--- config.mk ---
export PLATFORM = sky130hd
export DESIGN_NAME = tick_bcd_counter
export DESIGN_NICKNAME = d
export VERILOG_FILES = /design/src/rtl/tick_bcd_counter.sv
export SDC_FILE = /design/constraint.sdc
export NUM_CORES = 1
export LEC_CHECK = 0
export BUFFER_PORTS_ARGS = -buffer_cell sky130_fd_sc_hd__buf_4
export CAP_MARGIN = 15
export CORE_AREA = 2 2 39 41
export CTS_CLUSTER_DIAMETER = 40
export DETAILED_ROUTE_END_ITERATION = 10
export DIE_AREA = 0 0 41 43
export GPL_ROUTABILITY_DRIVEN = 0
export PLACE_DENSITY = 0.68
export SETUP_SLACK_MARGIN = 0.2
export SLEW_MARGIN = 15
export SYNTH_ARGS = -nofsm -noshare
export SYNTH_HDL_FRONTEND = slang
export SYNTH_SLANG_ARGS = --single-unit
--- constraint.sdc ---
create_clock -name clk -period 1.6 [get_ports clk]
set_input_delay 0.4 -clock clk [delete_from_list [all_inputs] [get_ports clk]]
set_output_delay 0.4 -clock clk [all_outputs]
set_load 0.005 [all_outputs]
--- src/rtl/tick_bcd_counter.sv ---
// Converts rising edges of a divided square wave into one-cycle ticks.
// The ticks drive a two-digit BCD counter with clear, enable and a programmable terminal count.
module tick_bcd_counter #(
  parameter logic [7:0] MAX_BCD = 8'h59,
  parameter bit         WRAP    = 1'b1
) (
  input  logic       clk,
  input  logic       reset,
  input  logic       slow_clk_in,
  input  logic       enable,
  input  logic       clear,
  output logic       tick,
  output logic [3:0] ones,
  output logic [3:0] tens,
  output logic       rollover,
  output logic       at_max
);

  localparam logic [3:0] MAX_ONES = MAX_BCD[3:0];
  localparam logic [3:0] MAX_TENS = MAX_BCD[7:4];

  logic       r_prev_q;
  logic       r_tick;
  logic       r_rollover;
  logic [3:0] r_ones;
  logic [3:0] r_tens;

  logic       w_edge;
  logic       w_at_max;
  logic       w_count;
  logic [3:0] w_ones_inc;
  logic [3:0] w_tens_inc;

  // slow_clk_in comes from the same clock domain, so one register suffices for edge detection
  assign w_edge   = slow_clk_in & ~r_prev_q;
  assign w_at_max = (r_ones == MAX_ONES) && (r_tens == MAX_TENS);
  assign w_count  = enable & w_edge;

  always_comb begin
    w_ones_inc = r_ones + 4'd1;
    w_tens_inc = r_tens;
    if (r_ones == 4'd9) begin
      w_ones_inc = 4'd0;
      w_tens_inc = r_tens + 4'd1;
    end
  end

  always_ff @(posedge clk) begin
    if (reset) begin
      r_prev_q   <= 1'b0;
      r_tick     <= 1'b0;
      r_rollover <= 1'b0;
      r_ones     <= 4'd0;
      r_tens     <= 4'd0;
    end else begin
      r_prev_q   <= slow_clk_in;
      r_tick     <= w_edge;
      r_rollover <= 1'b0;
      if (clear) begin
        r_ones <= 4'd0;
        r_tens <= 4'd0;
      end else if (w_count) begin
        if (w_at_max) begin
          // Saturating mode simply holds at the terminal value
          if (WRAP) begin
            r_ones     <= 4'd0;
            r_tens     <= 4'd0;
            r_rollover <= 1'b1;
          end
        end else begin
          r_ones <= w_ones_inc;
          r_tens <= w_tens_inc;
        end
      end
    end
  end

  assign tick     = r_tick;
  assign ones     = r_ones;
  assign tens     = r_tens;
  assign rollover = r_rollover;
  assign at_max   = w_at_max;

endmodule

==> results.yml <==
route:
  route.detailed.drc: 0
  avgViaCountPerCell: 5.08
  drtIter0Drc: 11
  num_vias: 518
  wl_per_cell_um: 12.1
  wirelength_um: 1230
  antenna_left: 0
  firstDrtPassIters: 4
layout:
  fin_util: 0.587
  multiInputGateArea_sq_um: 329
  finalNonFillerCells: 102
  syn_to_final_growth_pct: 52.7
  antenna_cells: 0
  fillers: 122
  register_area_sq_um: 225
  fin_nets: 96
  drive_gt1_frac: 0.512
outcome:
  status: "completed"
yosys:
  synth_area_sq_um: 532
  avgSynthCellArea_sq_um: 9.33
  synth-seq-cells: 11
  yosysTopAreaCell: "dfxtp_1"
  netlist_instances: 57
  syn-num-nets: 66
  synth_cell_types: 24
  yosys_warnings: 0
  yosys-top-cells-area: "dfxtp_1, ha_1, a21oi_1"
  ys_seq_area_frac: 0.414
  synth_top_area_frac: 0.414
global_route:
  grt_first_pass_wirelength_um: 1780
  grt_pass1_vias: 437
  overflow: 0
  track_usage: 0.152
  antenna_found_initial: 0
  grt_start_max_net_pins: 14
floorplanning:
  initial_core_util: 0.384
  die_y_um: 43
  io-pin-count: 16
  fp-row-count: 14
  core-area_sq_um: 1380
  dieWidth_um: 41
  dieArea_sq_um: 1760
clock_network:
  cts.clk_slew.worst_paths_ps: 80
  clock_sinks: 11
  cts_max_level: 1
  numCtsBuffers: 3
  cts.path.max_buffers: 2
  cts_root_buf: "clkbuf_4"
  clkLatencyLatePin_ps: 280
  cts_tree: "yes"
run:
  max-cap-violations: 0
place:
  portBuffers: 15
  dp_cells: 91
  dp_hpwl_um: 754
  dp_slack_ps: 57.7
sta:
  grt_setup_unrepaired: "true"
  max_slew_margin: 0.832
  setup_viol: 0
  slew_viol_final: 0
  min_period_over_period: 0.939
  finalSetupTns_ps: 0
  worst_pin_slew_ps: 250
  hold-worst-slack_ps: 289
  fmax_mhz: 665
  skew_ps: 8.47
  hold_viol_final: 0
  min_period_ps: 1500
  final.setup.worst_slack_ps: 97.3
critical_path:
  crit_fanout: 3
  arrival_ps: 1700
  crit_type: "reg -> reg"
  cp-end-kind: "flip-flop"
  required_ps: 1800
  cp-start-kind: "flip-flop"
power_and_ir_drop:
  clockPowerShare: 0.381
  p_sw_frac: 0.243
  p_per_area_nw_per_um2: 640
  p_leak_uw: 0.000364
  peakVddDrop_v: 0.000461
  p_sw_uw: 126
  pwr-share-comb: 0.081
  sequentialPowerShare: 0.538
  internal-power_uw: 394
hold_path:
  hp-class: "in -> reg"
==> Yosys cell counts <==
cell type / n
dfxtp_1: 11
nor2_1: 5
a21oi_1: 4
ha_1: 4
o21ai_0: 4
inv_1: 3
nand2_1: 2
nand3_1: 2
nand3b_1: 2
nor3_1: 2
or2_2: 2
or3_1: 2
or4_1: 2
xor2_1: 2
a211o_1: 1
a32o_1: 1
and3b_1: 1
buf_2: 1
mux2i_1: 1
nand3b_4: 1
nand4b_1: 1
nor2b_1: 1
nor3b_1: 1
nor4_1: 1
==> power by group through the flow <==
stage	sequential, uW	combinational (uW)	clock [uW]
finish	279	42.2	198
global route	280	46.9	214
CTS	279	41.5	204
detailed placement	285	36.8	0
global placement	285	36.3	0
floorplan	286	15.4	0
==> layout make-up <==
class | instances | share of cell area
Sequential cell | 11 | 0.277
Inverter | 3 | 0.0139
Tap cell | 16 | 0.0247
Clock buffer | 3 | 0.0277
Multi-Input combinational cell | 42 | 0.405
Clock inverter | 1 | 0.00616
Timing Repair Buffer | 26 | 0.245
==> logic make-up after synthesis <==
family,share of synthesized area
and+or+nand+nor,0.299
DFF,0.414
AOI/OAI and AO/OA,0.111
buffers and inverters,0.0306
adders and majority gates,0.0941
xor gates and xnor gates,0.0329
muxes,0.0188
==> stage by stage <==
stage / power (uW) / area, sq um
4_1_cts: 525 / 792
2_1_floorplan: 301 / 533
3_5_place_dp: 322 / 691
3_3_place_gp: 322 / 691
5_1_grt: 540 / 812
6_report: 520 / 812
==> what timing repair did <==
item	4_1_cts	5_1_grt
resized for setup	9	4
gates cloned	0	0
hold buffers	0	0
endpoints found under the setup margin	4	4
buffers inserted	6	1
pin swaps	1	4
==> layer usage <==
metal / part of all wire / vias to the layer above / GRT usage / wire, um
met3: 0.044 / 2 / 0.0471 / 54
met2: 0.47 / 16 / 0.181 / 575
met1: 0.46 / 240 / 0.225 / 571
li1: - / 260 / - / -
met4: 0.026 / 0 / 0.100 / 32
met5: 0 / - / 0 / 0
==> cells in the final DEF (no fill, tap or decap) <==
cell type	n
a211o_1	1
a21oi_1	3
a21oi_2	1
a32o_1	1
and3b_2	1
buf_4	25
buf_6	1
clkbuf_4	3
clkinv_2	1
dfxtp_1	7
dfxtp_2	4
ha_1	2
ha_4	2
inv_1	1
inv_2	2
mux2i_1	1
nand2_1	2
nand3_1	2
nand3b_1	2
nand3b_4	1
nand4b_1	1
nor2_1	5
nor2b_1	1
nor3_1	2
nor3b_1	1
nor4_1	1
o21ai_0	4
or2_2	2
or3_1	2
or4_1	1
or4_4	1
xor2_1	2
==> critical path: stages, from the launching register on <==
cell and delay (ps):
dfxtp_2 330, inv_2 40, ha_4 150, and3b_2 210, or4_1 520, a21oi_1 170
==> worst paths after layout <==
kind / start / end / slack, ps / depth (start not counted)
worst max-delay path: tens[1]$_SDFFE_PP0P_ / tens[1]$_SDFFE_PP0P_ / 100 / 5
worst min-delay path: reset / r_prev_q$_SDFF_PP0_ / 290 / 2
worst max register to register: tens[1]$_SDFFE_PP0P_ / tens[1]$_SDFFE_PP0P_ / 100 / 5
worst min register to register: r_prev_q$_SDFF_PP0_ / tick$_SDFF_PP0_ / 430 / 1
==> sequential cells by signal, indices dropped and copies added (netlist names) <==
| signal | flops |
|---|---|
| tens | 4 |
| tick | 1 |
| ones | 4 |
| rollover | 1 |
| r_prev_q | 1 |
(Power assumes the default switching activity.)
